### src/rtl/sim_clock_scheduler_pkg.sv
`default_nettype none
// ============================================================================
// Module   : sim_clock_scheduler_pkg
// Brief    : Shared state encoding and phase clamp for the clock scheduler.
// Revision : 1.0
// ============================================================================
package sim_clock_scheduler_pkg;

    localparam int c_DIV_W_DEFAULT = 16;

    typedef enum logic [1:0] {
        S_IDLE  = 2'd0,
        S_ALIGN = 2'd1,
        S_RUN   = 2'd2,
        S_DRAIN = 2'd3
    } state_e;

    // The first strobe can never be later than one full period after RUN entry.
    function automatic logic [31:0] clamp_phase(input logic [31:0] phase,
                                                input logic [31:0] div);
        if (div == 32'd0) begin
            return 32'd0;
        end
        return (phase < (div - 32'd1)) ? phase : (div - 32'd1);
    endfunction

endpackage
`default_nettype wire

### src/rtl/sim_clock_sched_chan.sv
`default_nettype none
// ============================================================================
// Module   : sim_clock_sched_chan
// Brief    : One clock-enable channel: divisor, phase, down-counter, active.
// Revision : 1.0
// ============================================================================
module sim_clock_sched_chan
    import sim_clock_scheduler_pkg::*;
#(
    parameter int DIV_W = c_DIV_W_DEFAULT
) (
    input  logic             clk,
    input  logic             rst,
    input  logic             i_cfg_we,
    input  logic [DIV_W-1:0] i_cfg_div,
    input  logic [DIV_W-1:0] i_cfg_phase,
    input  logic             i_load,
    input  logic             i_run,
    input  logic             i_drain,
    output logic             o_ce,
    output logic             o_active
);

    logic [DIV_W-1:0] r_div_q,   w_div_d;
    logic [DIV_W-1:0] r_phase_q, w_phase_d;
    logic [DIV_W-1:0] r_cnt_q,   w_cnt_d;
    logic             r_active_q, w_active_d;
    logic             w_strobe;

    assign w_strobe = r_active_q && (r_cnt_q == '0) && (i_run || i_drain);
    assign o_ce     = w_strobe;
    assign o_active = r_active_q;

    always_comb begin
        w_div_d    = r_div_q;
        w_phase_d  = r_phase_q;
        w_cnt_d    = r_cnt_q;
        w_active_d = r_active_q;
        if (i_cfg_we) begin
            w_div_d   = i_cfg_div;
            w_phase_d = i_cfg_phase;
        end
        if (i_load) begin
            if (r_div_q != '0) begin
                w_cnt_d    = DIV_W'(clamp_phase(32'(r_phase_q), 32'(r_div_q)));
                w_active_d = 1'b1;
            end else begin
                w_cnt_d    = '0;
                w_active_d = 1'b0;
            end
        end else if ((i_run || i_drain) && r_active_q) begin
            // A draining channel retires on the strobe that completes its period.
            if (w_strobe) begin
                w_cnt_d = r_div_q - DIV_W'(1);
                if (i_drain) begin
                    w_active_d = 1'b0;
                end
            end else begin
                w_cnt_d = r_cnt_q - DIV_W'(1);
            end
        end
    end

    always_ff @(posedge clk) begin
        if (rst) begin
            r_div_q    <= '0;
            r_phase_q  <= '0;
            r_cnt_q    <= '0;
            r_active_q <= 1'b0;
        end else begin
            r_div_q    <= w_div_d;
            r_phase_q  <= w_phase_d;
            r_cnt_q    <= w_cnt_d;
            r_active_q <= w_active_d;
        end
    end

endmodule
`default_nettype wire

### src/rtl/sim_clock_scheduler.sv
`default_nettype none
// ============================================================================
// Module   : sim_clock_scheduler
// Brief    : Per-channel clock-enable strobes with sequenced start/drain/stop.
// Revision : 1.0
// ============================================================================
module sim_clock_scheduler
    import sim_clock_scheduler_pkg::*;
#(
    parameter int NUM_CLK = 4,
    parameter int DIV_W   = c_DIV_W_DEFAULT,
    parameter int IDX_W   = (NUM_CLK > 1) ? $clog2(NUM_CLK) : 1
) (
    input  logic               sys_clk,
    input  logic               sys_rst,
    input  logic               cfg_valid,
    output logic               cfg_ready,
    input  logic [IDX_W-1:0]   cfg_index,
    input  logic [DIV_W-1:0]   cfg_div,
    input  logic [DIV_W-1:0]   cfg_phase,
    input  logic               start,
    input  logic               stop,
    output logic [NUM_CLK-1:0] ce,
    output logic               busy,
    output logic               done
);

    state_e             r_state_q, w_state_d;
    logic [NUM_CLK-1:0] w_ce;
    logic [NUM_CLK-1:0] w_active;
    logic               w_cfg_fire;
    logic               w_load;
    logic               w_run;
    logic               w_drain;
    logic               w_drain_done;

    assign w_cfg_fire = cfg_valid && (r_state_q == S_IDLE);
    // Channels strobing this cycle in DRAIN are already counted as retired.
    assign w_drain_done = ~|(w_active & ~w_ce);
    assign ce = w_ce;

    generate
        for (genvar i = 0; i < NUM_CLK; i++) begin : g_chan
            sim_clock_sched_chan #(
                .DIV_W (DIV_W)
            ) u_chan (
                .clk         (sys_clk),
                .rst         (sys_rst),
                .i_cfg_we    (w_cfg_fire && (cfg_index == IDX_W'(i))),
                .i_cfg_div   (cfg_div),
                .i_cfg_phase (cfg_phase),
                .i_load      (w_load),
                .i_run       (w_run),
                .i_drain     (w_drain),
                .o_ce        (w_ce[i]),
                .o_active    (w_active[i])
            );
        end
    endgenerate

    always_ff @(posedge sys_clk) begin
        if (sys_rst) begin
            r_state_q <= S_IDLE;
        end else begin
            r_state_q <= w_state_d;
        end
    end

    always_comb begin
        w_state_d = r_state_q;
        case (r_state_q)
            S_IDLE:  if (start) w_state_d = S_ALIGN;
            S_ALIGN: w_state_d = S_RUN;
            S_RUN:   if (stop || ~|w_active) w_state_d = S_DRAIN;
            S_DRAIN: if (w_drain_done) w_state_d = S_IDLE;
            default: w_state_d = S_IDLE;
        endcase
    end

    always_comb begin
        cfg_ready = (r_state_q == S_IDLE);
        busy      = (r_state_q != S_IDLE);
        w_load    = (r_state_q == S_ALIGN);
        w_run     = (r_state_q == S_RUN);
        w_drain   = (r_state_q == S_DRAIN);
        done      = (r_state_q == S_DRAIN) && w_drain_done;
    end

endmodule
`default_nettype wire

### config.mk
export PLATFORM = sky130hd
export DESIGN_NAME = sim_clock_scheduler
export DESIGN_NICKNAME = d
export VERILOG_FILES = /design/src/rtl/sim_clock_scheduler_pkg.sv /design/src/rtl/sim_clock_sched_chan.sv /design/src/rtl/sim_clock_scheduler.sv
export SDC_FILE = /design/constraint.sdc
export NUM_CORES = 1
export LEC_CHECK = 0
export BUFFER_PORTS_ARGS = -buffer_cell sky130_fd_sc_hd__buf_2
export CORE_AREA = 3 3 263 136
export CTS_CLUSTER_DIAMETER = 100
export DETAILED_ROUTE_END_ITERATION = 10
export DIE_AREA = 0 0 266 139
export GPL_ROUTABILITY_DRIVEN = 0
export PLACE_DENSITY = 0.61
export SLEW_MARGIN = 20
export SYNTH_ARGS = -nofsm -noshare
export SYNTH_HDL_FRONTEND = slang
export SYNTH_SLANG_ARGS = --single-unit
### constraint.sdc
create_clock -name sys_clk -period 11.35 [get_ports sys_clk]
set_input_delay 1.135 -clock sys_clk [delete_from_list [all_inputs] [get_ports sys_clk]]
set_output_delay 1.135 -clock sys_clk [all_outputs]
set_load 0.005 [all_outputs]
### After elaboration in Yosys (flattened, before gate mapping)

Index checks and enable logic that the tools add are counted.

| cells by class | value |
|---|---|
| add/subtract/negate cells | 12 |
| magnitude comparators | 4 |
| equality and inequality tests | 9 |
| mux-type cells | 61 |
| bitwise operators | 2 |
| reduce and logical (&&, ||, !) cells | 53 |

Operators by type and width:

| cell | count |
|---|---|
| two-way mux 16 bit | 28 |
| logical NOT 16 bit | 8 |
| less-than comparator 16 x 32 -> 1 bit | 4 |
| subtractor 16 x 1 -> 16 bit (second input constant) | 8 |
| subtractor 16 x 1 -> 17 bit (second input constant) | 4 |
| nonzero test 16 bit | 4 |
| two-way mux 1 bit | 29 |
| nonzero test 2 bit | 10 |
| logical AND 1 bit | 18 |
| AND reduction 3 bit | 5 |
| == test 2 bit (second input constant) | 4 |
| one-hot mux 2 bit (4 select lines) | 1 |
| OR reduction 4 bit | 2 |
| two-way mux 2 bit | 3 |
| AND 4 bit | 1 |
| == test 2 x 1 -> 1 bit (second input constant) | 2 |
| logical NOT 2 bit | 2 |
| != test 2 bit (second input constant) | 2 |
| inverter 4 bit | 1 |
| logical NOT 1 bit | 2 |
| logical OR 1 bit | 2 |
| != test 2 x 1 -> 1 bit (second input constant) | 1 |

| storage, ports and cells | value |
|---|---|
| flip-flop bits (word level) | 198 |
| input port bits | 39 |
| output and inout port bits | 7 |

### Longest topological paths before layout

| logic depth | value |
|---|---|
| depth after elaboration | 8 |
| mapped depth | 18 |
| gate-level depth less buffers | 15 |

### Cells and area by module

From an unflattened synthesis, not the netlist that was laid out.

| second synthesis, totals | value |
|---|---|
| cells, all modules | 1,660 |
| area total of the unflattened synthesis | 13,270.2 um^2 |

By module, submodules not included:

| module | times used | cells each | area each (um^2) | sequential area each (um^2) |
|---|---|---|---|---|
| sim_clock_sched_chan (g_chan[0].u_chan ...) | 3 | 407 | 3,229.3 | 980.9 |
| sim_clock_sched_chan (g_chan[1].u_chan) | 1 | 406 | 3,323.2 | 980.9 |
| sim_clock_scheduler | 1 | 33 | 259.0 | 40.0 |

### Worst setup path before layout

No wires, ideal clock.

| path | value |
|---|---|
| kind | reg-to-reg |
| start | register r_state_q[0] |
| end | register g_chan[3].u_chan.r_cnt_q[14] |
| arrival time | 3,771 ps |
| setup slack | 7,460 ps |
| stages on the path, launching flop included | 19 |
| period minus slack after synthesis | 3,890 ps |
| path through | dfxtp_1 -> inv_1 -> ha_1 -> nor2_1 -> nor2_2 -> nand2_1 -> inv_2 -> buf_4 -> buf_2 -> a21oi_1 -> ha_1 -> or4b_1 -> clkbuf_1 -> nor3_2 -> o21ai_2 -> or3_4 -> nor4_4 -> mux2_1 -> o221a_1 |

| on the way | value |
|---|---|
| longest elaborated chain between the ends | 6 |

RTL lines:

| element | RTL line | RTL |
|---|---|---|
| start, declared | sim_clock_scheduler.sv:28 | `state_e r_state_q, w_state_d;` |
| start signal, assigned | sim_clock_scheduler.sv:65 | `r_state_q <= w_state_d;` |
| == test 2 bit, on equally long branches | sim_clock_scheduler.sv:84, sim_clock_scheduler.sv:85 |  |
| logical OR 1 bit * | sim_clock_sched_chan.sv:30 | `assign w_strobe = r_active_q && (r_cnt_q == '0) && (i_run \|\| i_drain);` |
| logical AND 1 bit * | sim_clock_sched_chan.sv:30 |  |
| via g_chan[3].u_chan.o_ce | sim_clock_sched_chan.sv:20 | `output logic o_ce,` |
| two-way mux 16 bit * | sim_clock_sched_chan.sv:53 | `if (w_strobe) begin` |
| two-way mux 16 bit * | sim_clock_sched_chan.sv:51 | `end else if ((i_run \|\| i_drain) && r_active_q) begin` |
| two-way mux 16 bit * | sim_clock_sched_chan.sv:43 | `if (i_load) begin` |
| end signal, assigned | sim_clock_sched_chan.sv:73 | `r_cnt_q <= w_cnt_d;` |
| end, declared | sim_clock_sched_chan.sv:26 | `logic [DIV_W-1:0] r_cnt_q, w_cnt_d;` |

Mark *: on every way through the listed nets, which the timed path passes. The rest lies on a longest branch. The select of a mux whose other input is x is not followed.
A chain may end at the register's enable or synchronous reset.

### Worst setup path after layout

| path | value |
|---|---|
| start | register r_state_q[1] |
| end | register g_chan[3].u_chan.r_cnt_q[14] |

| on the way | value |
|---|---|
| longest elaborated chain between the ends | 6 |

RTL lines:

| element | RTL line |
|---|---|
| == test 2 bit, on equally long branches | sim_clock_scheduler.sv:84, sim_clock_scheduler.sv:85 |
| logical OR 1 bit | sim_clock_sched_chan.sv:30, sim_clock_sched_chan.sv:51 |
| logical AND 1 bit | sim_clock_sched_chan.sv:30 |
| two-way mux 16 bit | sim_clock_sched_chan.sv:53 |
| two-way mux 16 bit | sim_clock_sched_chan.sv:51 |
| two-way mux 16 bit | sim_clock_sched_chan.sv:43 |

Parallel ways exist; a longest one is shown, timed or not. The select of a mux whose other input is x is not followed.

==> out/results.ini <==
[critical_path]
crit_path_frequent_cell=ha_1
r2r-start=r_state_q[1]
crit_type=reg -> reg
crit_slowest_cell=nor2_1
setup.worst_path.end=g_chan[3].u_chan.r_cnt_q[14]
critPathRequiredTime_ns=11.69
r2r_slack_ns=6.52
r2r_cells=14
worst-path-buf-inv=1
startpoint=r_state_q[1]
crit_cells=14
r2r-end=g_chan[3].u_chan.r_cnt_q[14]
crit_path_max_incr_delay_ns=0.61
crit_fanout=20
cp.arrival_ns=5.17
crit_path_start_kind=flip-flop
critical-path-top-delay-family=simple AND/OR/NAND/NOR gates
critical_path.cell_chain=ha_1 > nor2_1 > nor2_2 > nand2_1 > inv_2 > a21oi_1 > ha_1 > or4b_1 > nor3_2 > o21ai_2 > or3_4 > nor4_4 > mux2_1 > o221a_1
critPathCaptureType=flip-flop

[clock_tree]
root_buffer=clkbuf_16
cts_setup_buffers=0
htree_levels=4
ctsHoldBuffers=0
ctsResizeCount=0
cts_tree=done
cts_sinks=198
clockBufferDepth=2
cts_buffers=17
clk_pin_slew_ns=0.08
clk_latency_ns=0.45

[min_path]
hold_class=reg -> reg

[sta]
rsz0062_at_grt=no
fmax_mhz=207
finalCritPeriodShare_pct=42.5
hold_viol=0
worstMarginPinSlew_ns=1.15
fin_crit_ns=4.83
setup_slack_ns=6.52
slew_headroom_pct=23.2
setup_viol=0
tns_ns=0
clock_skew_ns=0.0145
whs_ns=0.480
final-max-slew-violation-count=0

[global_route]
grt_pass1_wl_um=76600
gr-usage-all-layers_pct=26.8
grt_max_degree=102
grt_remaining_overflow=0
antenna_found_initial=1
grt_pass1_vias=12200

[yosys]
ys.flop_type=dfxtp_1
synth_seq_area_share_pct=29.6
ys.warnings.count=0
synth_area_leaders=dfxtp_1, nand2_1, a21oi_1
synth.net_count=1928
synthCells=1817
ys_async_sr_fraction_pct=0
avgSynthCellArea_um2=7.36
synth.largest_area_cell=dfxtp_1
ys_seq_elements=198
yosysTopAreaCellShare_pct=29.6
synth_edf_count=0
netlist_area_mm2=0.0134
synth_cell_type_count=86

[floorplanning]
die_w_um=266
die_h_um=139
dieArea_mm2=0.0370
core-area_mm2=0.0339
rows=48
io_pins=46
start_util_pct=39.5

[power_and_ir_drop]
seqPwrFrac_pct=28.2
power.switching_mw=1.72
power_frac_comb_pct=53.3
ir_worst_vdd_v=0.000133
switching_share_pct=47.2
cellLeakagePower_nw=5.44
power_density_mw_per_mm2=252
clkPwrFrac_pct=18.6
p_int_mw=1.92

[outcome]
status=finished clean

[routing]
ant_nets=0
vias=14200
first_iter_violations=2028
postRouteWirelength_um=51100
viasPerCell=6.34
avgRoutedWirePerCell_um=22.9
drt_pass1_iterations=8
post-route-drc-count=0

[cells_and_area]
utilization_pct=42.6
nFillCells=3471
area_delta_synth_final_pct=7.94
diodes=0
layout-drive-gt1-share_pct=9.02
num-nets-final=1882

[placement]
dp_hpwl_um=36800
place_ws_ns=6.68
portBuffers=45

[job]
drv_cap=0

==> sequential cells by signal, indices dropped and copies added (netlist names) <==
register,flops
r_state_q,2
g_chan.u_chan.r_div_q,64
g_chan.u_chan.o_active,4
g_chan.u_chan.r_cnt_q,64
g_chan.u_chan.r_phase_q,64
==> kinds of logic (layout without fill, tap and decap cells) <==
logic type	count (synthesis)	count (layout)	share of synthesized area (%)
AND/OR/NAND/NOR	729	729	25.9
AO/OA/AOI/OAI	560	560	26.6
flip-flops	198	198	29.6
buffers and inverters	170	137	5.10
adder cells (fa/ha/maj)	72	72	6.73
XOR/XNOR	67	67	4.39
multiplexers	21	21	1.67
==> how the worst min path moves through the flow <==
| stage | startpoint | to | depth (start not counted) |
|---|---|---|---|
| 3_5_place_dp | g_chan[1].u_chan.r_phase_q[9] | g_chan[1].u_chan.r_phase_q[9] | 2 |
| 6_report | g_chan[1].u_chan.r_phase_q[9] | g_chan[1].u_chan.r_phase_q[9] | 2 |
| 4_1_cts | g_chan[1].u_chan.r_phase_q[9] | g_chan[1].u_chan.r_phase_q[9] | 2 |
| 5_1_grt | g_chan[2].u_chan.r_phase_q[14] | g_chan[2].u_chan.r_phase_q[14] | 2 |
| 2_1_floorplan | g_chan[3].u_chan.r_phase_q[0] | g_chan[3].u_chan.r_phase_q[0] | 2 |
| 3_3_place_gp | g_chan[1].u_chan.r_phase_q[9] | g_chan[1].u_chan.r_phase_q[9] | 2 |
==> synth_stat cells, types with 7 or more instances <==
| cell type | count |
|---|---|
| a311oi_1 | 17 |
| and2_1 | 7 |
| ha_1 | 72 |
| a21o_1 | 20 |
| clkbuf_1 | 111 |
| buf_4 | 9 |
| o211ai_1 | 28 |
| o21ai_0 | 85 |
| buf_2 | 8 |
| a211o_1 | 8 |
| o21ai_1 | 7 |
| nand2_1 | 328 |
| or3_1 | 28 |
| a31oi_1 | 28 |
| nand2b_1 | 19 |
| nand4_1 | 18 |
| mux2_2 | 9 |
| or4_1 | 11 |
| nor3_1 | 83 |
| a221oi_1 | 10 |
| a211oi_1 | 30 |
| nand3_1 | 39 |
| nor4_1 | 15 |
| o221a_2 | 11 |
| nor2_1 | 116 |
| or2_2 | 8 |
| xor2_1 | 31 |
| xnor2_1 | 36 |
| dfxtp_1 | 198 |
| mux2i_1 | 10 |
| a21oi_1 | 227 |
| inv_1 | 36 |
| a2111oi_0 | 12 |
==> worst min-delay path, stage by stage (launching register included) <==
cell     delay [ns]
dfxtp_1        0.33
nand2_1        0.06
a21oi_1        0.05
==> cell type report <==
class,instances,area [µm²],area share (%)
Clock inverter,12,173,1.20
Clock buffer,20,457,3.16
Tap cell,450,563,3.90
Multi-Input combinational cell,1449,8760,60.6
Sequential cell,198,3960,27.4
Timing Repair Buffer,65,382,2.64
Inverter,40,150,1.04
==> layer usage <==
metal  GRT usage [%]  vias up  share of wire [%]
met3            8.44       54                 15
li1                -     6541                  -
met4            5.33        2                1.5
met1            43.6     6586                 47
met2            32.6      982                 36
met5            1.42        -               0.14
==> metrics by stage <==
step                      cell area (µm²)  power [mW]  std cells
after floorplan                     13400        2.36       1817
after global placement              13800        2.85       2202
after detailed placement            13800        2.87       2202
after CTS                           14400        3.56       2234
after global routing                14400        3.85       2234
final                               14400        3.63       2234
==> layout by cell type (no fill, tap or decap), types with 7 or more instances in the layout <==
cell type    n
nor4_1      15
o221a_2     11
inv_1       36
a31oi_1     28
ha_1        71
nor3_2       7
a2111oi_0   12
nor2_1     114
nand3_1     39
mux2_2       9
o21ai_1      7
clkbuf_16   17
or2_2        8
and2_1       7
o211ai_1    28
a311oi_1    17
dfxtp_1    198
nand4_1     18
buf_4       20
a211o_1      8
xnor2_1     36
nand2_1    328
or3_1       26
or4_1       11
a221oi_1    10
a211oi_1    30
nor3_1      81
o21ai_0     85
mux2i_1     10
a21oi_1    227
xor2_1      31
buf_2       44
nand2b_1    19
a21o_1      20
==> power groups by stage <==
stage	Sequential, mW	Clock, mW	Combinational, mW
after floorplan	0.944	0	1.41
after global placement	1.02	0	1.83
after detailed placement	1.02	0	1.85
after CTS	1.01	0.681	1.86
after global routing	1.04	0.708	2.10
final	1.02	0.676	1.93
Note: power is estimated with default switching activity, not from simulation.
